===== src/rtl/stripe_pkg.sv =====
`default_nettype none
// ============================================================================
//  Module      : stripe_pkg
//  Description : Shared types and constants for the two-lane byte striper:
//                FSM state encoding, lane-mode codes and width defaults.
//  Revision    : 1.0 - initial release
// ============================================================================
package stripe_pkg;

    localparam int DW_DEFAULT = 8;
    localparam int CW_DEFAULT = 16;

    // Lane-mode codes, bit0 = lane 0 enabled, bit1 = lane 1 enabled
    localparam logic [1:0] MODE_OFF  = 2'b00;
    localparam logic [1:0] MODE_L0   = 2'b01;
    localparam logic [1:0] MODE_L1   = 2'b10;
    localparam logic [1:0] MODE_BOTH = 2'b11;

    typedef enum logic [1:0] {
        IDLE = 2'd0,
        L0   = 2'd1,
        L1   = 2'd2
    } state_t;

endpackage : stripe_pkg
`default_nettype wire


===== src/rtl/stripe_ctrl_if.sv =====
`default_nettype none
// ============================================================================
//  Module      : stripe_ctrl_if
//  Description : Byte input and two-lane output bundle of the striper.
//                master = byte source / lane consumer, slave = striper.
//  Revision    : 1.0 - initial release
// ============================================================================
interface stripe_ctrl_if
    import stripe_pkg::*;
#(
    parameter int DW = DW_DEFAULT,
    parameter int CW = CW_DEFAULT
);
    logic [DW-1:0] data_in;
    logic          valid_in;
    logic [1:0]    lane_en;
    logic          flush;
    logic [DW-1:0] lane_0;
    logic [DW-1:0] lane_1;
    logic          valid_0;
    logic          valid_1;
    logic [CW-1:0] cnt_0;
    logic [CW-1:0] cnt_1;
    logic [7:0]    drop_cnt;
    logic          sel;

    modport master (
        output data_in, valid_in, lane_en, flush,
        input  lane_0, lane_1, valid_0, valid_1, cnt_0, cnt_1, drop_cnt, sel
    );

    modport slave (
        input  data_in, valid_in, lane_en, flush,
        output lane_0, lane_1, valid_0, valid_1, cnt_0, cnt_1, drop_cnt, sel
    );

endinterface : stripe_ctrl_if
`default_nettype wire


===== src/rtl/lane_counter.sv =====
`default_nettype none
// ============================================================================
//  Module      : lane_counter
//  Description : CW-bit wrapping event counter with synchronous clear.
//  Revision    : 1.0 - initial release
// ============================================================================
module lane_counter
    import stripe_pkg::*;
#(
    parameter int CW = CW_DEFAULT
) (
    input  wire logic          clk_2f,
    input  wire logic          i_clr,
    input  wire logic          i_inc,
    output logic      [CW-1:0] o_cnt
);

    logic [CW-1:0] r_cnt;

    // Count one per inc pulse; rolls over silently at full scale
    always_ff @(posedge clk_2f) begin
        if (i_clr) begin
            r_cnt <= '0;
        end else if (i_inc) begin
            r_cnt <= r_cnt + CW'(1);
        end
    end

    assign o_cnt = r_cnt;

endmodule : lane_counter
`default_nettype wire


===== src/rtl/stripe_ctrl.sv =====
`default_nettype none
// ============================================================================
//  Module      : stripe_ctrl
//  Description : Stripes an incoming byte stream across two output lanes.
//                The lane mode is latched only at pair boundaries (next
//                state L0) so a pair started on lane 0 always completes on
//                lane 1 before a new lane_en takes effect.
//  Revision    : 1.0 - initial release
// ============================================================================
module stripe_ctrl
    import stripe_pkg::*;
#(
    parameter int DW = DW_DEFAULT,
    parameter int CW = CW_DEFAULT
) (
    input  wire logic   clk_2f,
    input  wire logic   reset,
    stripe_ctrl_if.slave bus
);

    state_t        r_state;
    logic [1:0]    r_mode;
    logic [DW-1:0] r_lane_0;
    logic [DW-1:0] r_lane_1;
    logic          r_valid_0;
    logic          r_valid_1;
    logic [7:0]    r_drop_cnt;
    logic          r_sel;

    state_t        w_state_nxt;
    logic          w_disp_0;
    logic          w_disp_1;
    logic          w_drop;
    logic [CW-1:0] w_cnt_0;
    logic [CW-1:0] w_cnt_1;

    // Next-state and dispatch decode; idle cycles hold the state
    always_comb begin
        w_state_nxt = r_state;
        w_disp_0    = 1'b0;
        w_disp_1    = 1'b0;
        w_drop      = 1'b0;
        case (r_state)
            IDLE: w_state_nxt = L0;
            L0, L1: begin
                if (bus.valid_in) begin
                    case (r_mode)
                        MODE_BOTH: begin
                            if (r_state == L1) begin
                                w_disp_1    = 1'b1;
                                w_state_nxt = L0;
                            end else begin
                                w_disp_0    = 1'b1;
                                w_state_nxt = L1;
                            end
                        end
                        MODE_L0: begin
                            w_disp_0    = 1'b1;
                            w_state_nxt = L0;
                        end
                        MODE_L1: begin
                            w_disp_1    = 1'b1;
                            w_state_nxt = L0;
                        end
                        default: begin
                            w_drop      = 1'b1;
                            w_state_nxt = L0;
                        end
                    endcase
                end
                // The current byte still goes out per the old state
                if (bus.flush) begin
                    w_state_nxt = L0;
                end
            end
            default: w_state_nxt = IDLE;
        endcase
    end

    // State register, mode latch and registered lane outputs
    always_ff @(posedge clk_2f) begin
        if (reset) begin
            r_state    <= IDLE;
            r_mode     <= MODE_BOTH;
            r_lane_0   <= '0;
            r_lane_1   <= '0;
            r_valid_0  <= 1'b0;
            r_valid_1  <= 1'b0;
            r_drop_cnt <= '0;
            r_sel      <= 1'b0;
        end else begin
            r_state   <= w_state_nxt;
            r_sel     <= (w_state_nxt == L1);
            r_valid_0 <= w_disp_0;
            r_valid_1 <= w_disp_1;
            if (w_state_nxt == L0) begin
                r_mode <= bus.lane_en;
            end
            if (w_disp_0) begin
                r_lane_0 <= bus.data_in;
            end
            if (w_disp_1) begin
                r_lane_1 <= bus.data_in;
            end
            if (w_drop && (r_drop_cnt != 8'hFF)) begin
                r_drop_cnt <= r_drop_cnt + 8'd1;
            end
        end
    end

    lane_counter #(.CW(CW)) u_cnt_0 (
        .clk_2f (clk_2f),
        .i_clr  (reset),
        .i_inc  (w_disp_0),
        .o_cnt  (w_cnt_0)
    );

    lane_counter #(.CW(CW)) u_cnt_1 (
        .clk_2f (clk_2f),
        .i_clr  (reset),
        .i_inc  (w_disp_1),
        .o_cnt  (w_cnt_1)
    );

    assign bus.lane_0   = r_lane_0;
    assign bus.lane_1   = r_lane_1;
    assign bus.valid_0  = r_valid_0;
    assign bus.valid_1  = r_valid_1;
    assign bus.cnt_0    = w_cnt_0;
    assign bus.cnt_1    = w_cnt_1;
    assign bus.drop_cnt = r_drop_cnt;
    assign bus.sel      = r_sel;

endmodule : stripe_ctrl
`default_nettype wire


===== src/flat_wrapper.sv =====
// flat-port wrapper written by rule: the top's interface ports become plain ports
module stripe_ctrl_flat import stripe_pkg::*;
#(
    parameter int DW = DW_DEFAULT,
    parameter int CW = CW_DEFAULT
)
  (clk_2f, reset, bus_data_in, bus_valid_in, bus_lane_en, bus_flush, bus_lane_0, bus_lane_1, bus_valid_0, bus_valid_1, bus_cnt_0, bus_cnt_1, bus_drop_cnt, bus_sel);
  stripe_ctrl_if #(.DW(DW), .CW(CW)) bus_i ();
  input  wire logic clk_2f;
  input  wire logic reset;
  input wire logic [$bits(bus_i.data_in)-1:0] bus_data_in;
  input wire logic [$bits(bus_i.valid_in)-1:0] bus_valid_in;
  input wire logic [$bits(bus_i.lane_en)-1:0] bus_lane_en;
  input wire logic [$bits(bus_i.flush)-1:0] bus_flush;
  output wire logic [$bits(bus_i.lane_0)-1:0] bus_lane_0;
  output wire logic [$bits(bus_i.lane_1)-1:0] bus_lane_1;
  output wire logic [$bits(bus_i.valid_0)-1:0] bus_valid_0;
  output wire logic [$bits(bus_i.valid_1)-1:0] bus_valid_1;
  output wire logic [$bits(bus_i.cnt_0)-1:0] bus_cnt_0;
  output wire logic [$bits(bus_i.cnt_1)-1:0] bus_cnt_1;
  output wire logic [$bits(bus_i.drop_cnt)-1:0] bus_drop_cnt;
  output wire logic [$bits(bus_i.sel)-1:0] bus_sel;
  assign bus_i.data_in = bus_data_in;
  assign bus_i.valid_in = bus_valid_in;
  assign bus_i.lane_en = bus_lane_en;
  assign bus_i.flush = bus_flush;
  assign bus_lane_0 = bus_i.lane_0;
  assign bus_lane_1 = bus_i.lane_1;
  assign bus_valid_0 = bus_i.valid_0;
  assign bus_valid_1 = bus_i.valid_1;
  assign bus_cnt_0 = bus_i.cnt_0;
  assign bus_cnt_1 = bus_i.cnt_1;
  assign bus_drop_cnt = bus_i.drop_cnt;
  assign bus_sel = bus_i.sel;
  stripe_ctrl #(.DW(DW), .CW(CW)) u_core (.clk_2f(clk_2f), .reset(reset), .bus(bus_i));
endmodule

===== config.mk =====
export PLATFORM = sky130hd
export DESIGN_NAME = stripe_ctrl_flat
export DESIGN_NICKNAME = d
export VERILOG_FILES = /design/src/rtl/stripe_pkg.sv /design/src/rtl/stripe_ctrl_if.sv /design/src/rtl/lane_counter.sv /design/src/rtl/stripe_ctrl.sv /design/src/flat_wrapper.sv
export SDC_FILE = /design/constraint.sdc
export NUM_CORES = 1
export LEC_CHECK = 0
export CAP_MARGIN = 20
export CORE_MARGIN = 4
export CORE_UTILIZATION = 25
export CTS_CLUSTER_SIZE = 20
export DETAILED_ROUTE_END_ITERATION = 12
export GPL_TIMING_DRIVEN = 0
export PLACE_DENSITY = 0.52
export RECOVER_POWER = 25
export REMOVE_ABC_BUFFERS = 1
export SLEW_MARGIN = 20
export SYNTH_ARGS = -nofsm -noshare
export SYNTH_HDL_FRONTEND = slang
export SYNTH_HIERARCHICAL = 1
export SYNTH_SLANG_ARGS = --single-unit

===== constraint.sdc =====
create_clock -name clk_2f -period 6.5 [get_ports clk_2f]
set_input_delay 1.3 -clock clk_2f [delete_from_list [all_inputs] [get_ports clk_2f]]
set_output_delay 1.3 -clock clk_2f [all_outputs]
set_load 0.01 [all_outputs]

## Word level (Yosys, flattened, before mapping)

Cells that the tools add are included.

- Input port bits: 14
- Output and inout bits: 59
- Latch bits: 0
- Register bits after elaboration: 63
- Word-level logic and storage cells: 41
- Memories kept: 0
- ROM bits: 0
- Memory bits (writable): 0

- Bitwise logic cells: 0
- Add/subtract/negate cells: 3
- Div/mod/pow operators: 0
- Multiply operators: 0
- Shift operators: 0
- Eq/ne operators: 8
- Muxes and demuxes: 16
- Magnitude comparators: 0
- Reductions and logical operators: 4

Operators with widths:

| operator | count |
|---|---|
| $add A16 B1 Y16 const B | 2 |
| $mux W1 | 9 |
| $add A8 B1 Y8 const B | 1 |
| $eq A2 B2 Y1 const B | 4 |
| $mux W2 | 4 |
| $ne A8 B8 Y1 const B | 1 |
| $eq A2 B1 Y1 const B | 3 |
| $pmux W1 S2 | 2 |
| $pmux W2 S2 | 1 |
| $reduce_or A3 Y1 | 1 |
| $logic_not A2 Y1 | 1 |
| $reduce_or A2 Y1 | 1 |
| $logic_and A1 B1 Y1 | 1 |

## Longest topological paths before layout

- Depth after elaboration: 7
- Mapped depth: 9
- Depth with buffers taken out: 9

## Hierarchy

Netlist, hierarchy kept.

Modules (own cells, without submodules):

| module | instances | sequential area each (um2) | cells an instance | area an instance (um2) |
|---|---|---|---|---|
| lane_counter | 2 | 320.3 | 83 | 757.0 |
| stripe_ctrl | 1 | 620.6 | 139 | 1,286.2 |

## Worst setup path before layout

No wires, ideal clock.

- Path kind: input -> register
- From: in bus_valid_in
- To: reg u_core.u_cnt_0.r_cnt[13] (netlist: u_core/u_cnt_0/o_cnt[13])
- Path slack: 3.616 ns
- Setup time: 0.070 ns
- Cell stages on the path: 6
- Buffers on the path: 0
- Arrival time: 2.814 ns
- Required time: 6.430 ns
- Path through: nand4_1 -> clkinv_1 -> nand4_4 -> nor4_4 -> or3b_1 -> a21oi_1

- Word-level cells in the longest chain between the ends: 2

RTL lines:

| item | RTL line | RTL |
|---|---|---|
| from (decl) | flat_wrapper.sv:12 | `input wire logic [$bits(bus_i.valid_in)-1:0] bus_valid_in;` |
| $mux W1 | stripe_ctrl.sv:46 | `if (bus.valid_in) begin` |
| $mux W1 | stripe_ctrl.sv:43 | `case (r_state)` |
| via u_core.w_disp_0 | stripe_ctrl.sv:31 | `logic w_disp_0;` |
| to (signal assigned) | lane_counter.sv:25 | `r_cnt <= r_cnt + CW'(1);` |
| to (decl) | lane_counter.sv:18 | `logic [CW-1:0] r_cnt;` |

The timed path passes the listed nets, and every way through them passes these cells.
A chain may end at the register's enable or synchronous reset.

## Worst setup path after layout

Ends and elaborated chain as after synthesis.

==> out/qor.yml <==
status: "finished, final reports clean"
fin_crit_ps: 4000
place_inst: 507
total_power_w: 0.000839
post_cts_resized: 0
yosys.area_share.simple_pct: 26.9
viasPerCell: 4.48
synth_xor_area_share_pct: 7.51
die_w_um: 114
synth-adder-area-share_pct: 2.68
worstPathRequired_ps: 6770
ant_nets: 0
clockBufferDepth: 2
pwr-share-seq_pct: 48.4
peakVddDrop_uv: 73.1
grt_use_total_pct: 10.8
grt_pass1_wl_mm: 11.1
die-area_mm2: 0.0130
period_share_pct: 61.5
layout_commonest_cell: "dfxtp_1"
final_cell_count_no_fill: 523
synth_top_family_by_area: "simple AND/OR/NAND/NOR gates"
r2r-start: "u_core/r_state[1]"
gp_congestion: 0.719
r2r_end: "u_core/u_cnt_0/o_cnt[13]"
synth.mux.area_fraction_pct: 6.66
ios: 73
intPower_w: 0.000639
switching_power_w: 0.000200
switching_share_pct: 23.8
antenna_found_initial: 0
hold_buffers: 0
hold-worst-slack_ps: 451
slew_headroom_pct: 47.4
wl_per_cell_um: 13.0
ys.flop_type: "dfxtp_1"
drc: 0
layout-drive-gt1-share_pct: 9.14
hold_path.class: "register to register"
seq_area_frac_synth_pct: 45.0
worstPathCellList: "dlygate4sd3_1 -> nand4_1 -> clkinv_1 -> nand4_4 -> nor4_4 -> or3b_1 -> a21oi_1"
clock-root-buffer: "clkbuf_8"
drv_cap: 0
overflow: 0
hold_violations: 0
clock-sinks: 63
insertedDiodeCount: 0
synth_area_mm2: 0.00280
nets: 398
combPwrFrac_pct: 9.2
start_kind: "input pin"
endpoint_kind: "register"
post_cts.repair.setup_buffers: 0
rsz0062_at_grt: "false"
path_clk_slew_ps: 70
drt-pass1-iter-count: 4
areaGrowthSynthToFinish_pct: 37.5
cp.arrival_ps: 4270
placeableCoreArea_mm2: 0.0109
synth-compound-area-share_pct: 8.45
synth_edf_count: 0
clk-insertion-delay-late_ps: 340
crit_type: "input pin to register"
p_clk_share_pct: 42.4
fin_worst_skew_ps: 8.08
p_leak_nw: 1.43
yosys.cell_types.count: 42
drt_iter0_markers: 102
yosys_warnings: 6
hold_depth: 2
worst_slew_pin_slew_ps: 769
clock.fmax_mhz: 250
min_to: "u_core/bus.lane_0[3]"
min-delay-start: "u_core/bus.lane_0[3]"
ys_ff_latch: 63
grt_start_max_net_pins: 71
crit_path_max_incr_delay_ps: 660
wl_mm: 6.79
ff2ff_path_depth: 8
dpl.hpwl_mm: 4.65
initial_core_util_pct: 25.7
setup_viol: 0
h-tree-depth: 3
grt_pass1_vias: 2327
power_density_mw_per_mm2: 218
mostFrequentLayoutCells: "dfxtp_1 (63), nor2_1 (53), clkdlybuf4s50_1 (49)"
fin_tns_setup_ps: 0
slew_viol_final: 0
numPortBuffers: 72
synth_area_per_cell_um2: 9.18
crit_slowest_cell: "dlygate4sd3_1"
cts_tree: "yes"
cp_max_fo: 14
syn-instance-count: 305
rows: 38
async_reset_ff_share_pct: 0
vias: 2345
r2r_setup_slack_ps: 3350
cts_made_buffers: 9
die_y_um: 114
## stage by stage
| step | setup slack (ps) | util, % | area, um^2 |
|---|---|---|---|
| 3_3_place_gp | 1330 | 33.6 | 3660 |
| 4_1_cts | 2410 | 35.6 | 3870 |
| 3_5_place_dp | 2050 | 33.7 | 3670 |
| 5_1_grt | 2200 | 35.4 | 3850 |
| 2_1_floorplan | 2970 | - | 2760 |
| 6_report | 2500 | 35.4 | 3850 |
## flip-flops by register name, summed over array words and instances, names as in the netlist, 2 cells and up
register              count
u_core/bus.drop_cnt       8
u_core/bus.lane_0         8
u_core/bus.lane_1         8
u_core/r_mode             2
u_core/r_state            2
u_core/u_cnt_0/o_cnt     16
u_core/u_cnt_1/o_cnt     16
## power by group through the flow
stage | Sequential [W] | Clock, W | Combinational [W]
2_1_floorplan | 0.000417 | 0 | 0.0000361
5_1_grt | 0.000408 | 0.000387 | 0.0000864
4_1_cts | 0.000407 | 0.000374 | 0.0000836
3_5_place_dp | 0.000415 | 0 | 0.0000832
6_report | 0.000406 | 0.000356 | 0.0000773
3_3_place_gp | 0.000414 | 0 | 0.0000819
## worst max-delay path by stage
stage,from,end,slack [ps]
final,bus_valid_in,u_core/u_cnt_0/o_cnt[13],2500
after global routing,bus_valid_in,u_core/u_cnt_0/o_cnt[12],2200
after CTS,bus_valid_in,u_core/u_cnt_0/o_cnt[13],2410
after detailed placement,bus_valid_in,u_core/u_cnt_0/o_cnt[13],2050
after global placement,bus_valid_in,u_core/u_cnt_1/o_cnt[13],1330
after floorplan,bus_valid_in,u_core/u_cnt_1/o_cnt[13],2970
## critical path, delay by kind of cell
family	cells	cell delay, ps
and+or+nand+nor	4	1550
AOI/OAI and AO/OA	1	150
buffers and inverters	2	1260
## cell families (layout without fill, tap and decap cells)
| family | count (synthesis) | count (layout) |
|---|---|---|
| multiplexers | 18 | 18 |
| AND/OR/NAND/NOR | 139 | 139 |
| XOR/XNOR | 24 | 24 |
| adder cells (fa/ha/maj) | 6 | 6 |
| AO/OA/AOI/OAI | 35 | 35 |
| buffers and inverters | 20 | 98 |
| flip-flops | 63 | 63 |
## final cells by class
type,instances,area (um^2)
multi-input cells,222,1450
flip-flops and latches,63,1260
repair buffers,72,718
inverters,10,37.5
clock buffers,13,169
clock inverters,3,40.0
well taps,140,175
fillers,1157,7040
## layer usage
metal	global-route usage [%]	vias to the layer above	wire length (um)
li1	-	1196	-
met1	13.1	1088	3140
met2	17.2	51	3160
met3	2.86	10	353
met4	6.65	0	144
met5	0	-	0
## cells in the mapped netlist, types with 2 or more instances
cell	count	area [um^2]
nor4_1	6	37.5
mux2_2	5	56.3
nand2_1	31	116
nor4b_2	2	30.0
nand4_1	3	18.8
or3b_1	2	17.5
inv_1	9	33.8
or3_1	4	25.0
nand4_4	2	42.5
dfxtp_1	63	1260
xnor2_1	12	105
nand3_1	8	40.0
o21ai_0	5	25.0
o2111ai_1	2	17.5
ha_1	6	75.1
or2_2	2	12.5
nand2b_1	2	12.5
nor2b_1	3	18.8
xor2_1	12	105
nor4_4	2	42.5
mux2i_1	13	130
o41ai_1	2	17.5
and2_1	4	25.0
nor3_1	7	35.0
clkbuf_1	9	33.8
a21oi_1	17	85.1
a31o_2	2	17.5
and3_1	2	12.5
nor2_1	53	199
nand4_2	3	37.5
No activity file was read; power rests on OpenSTA's default activity.
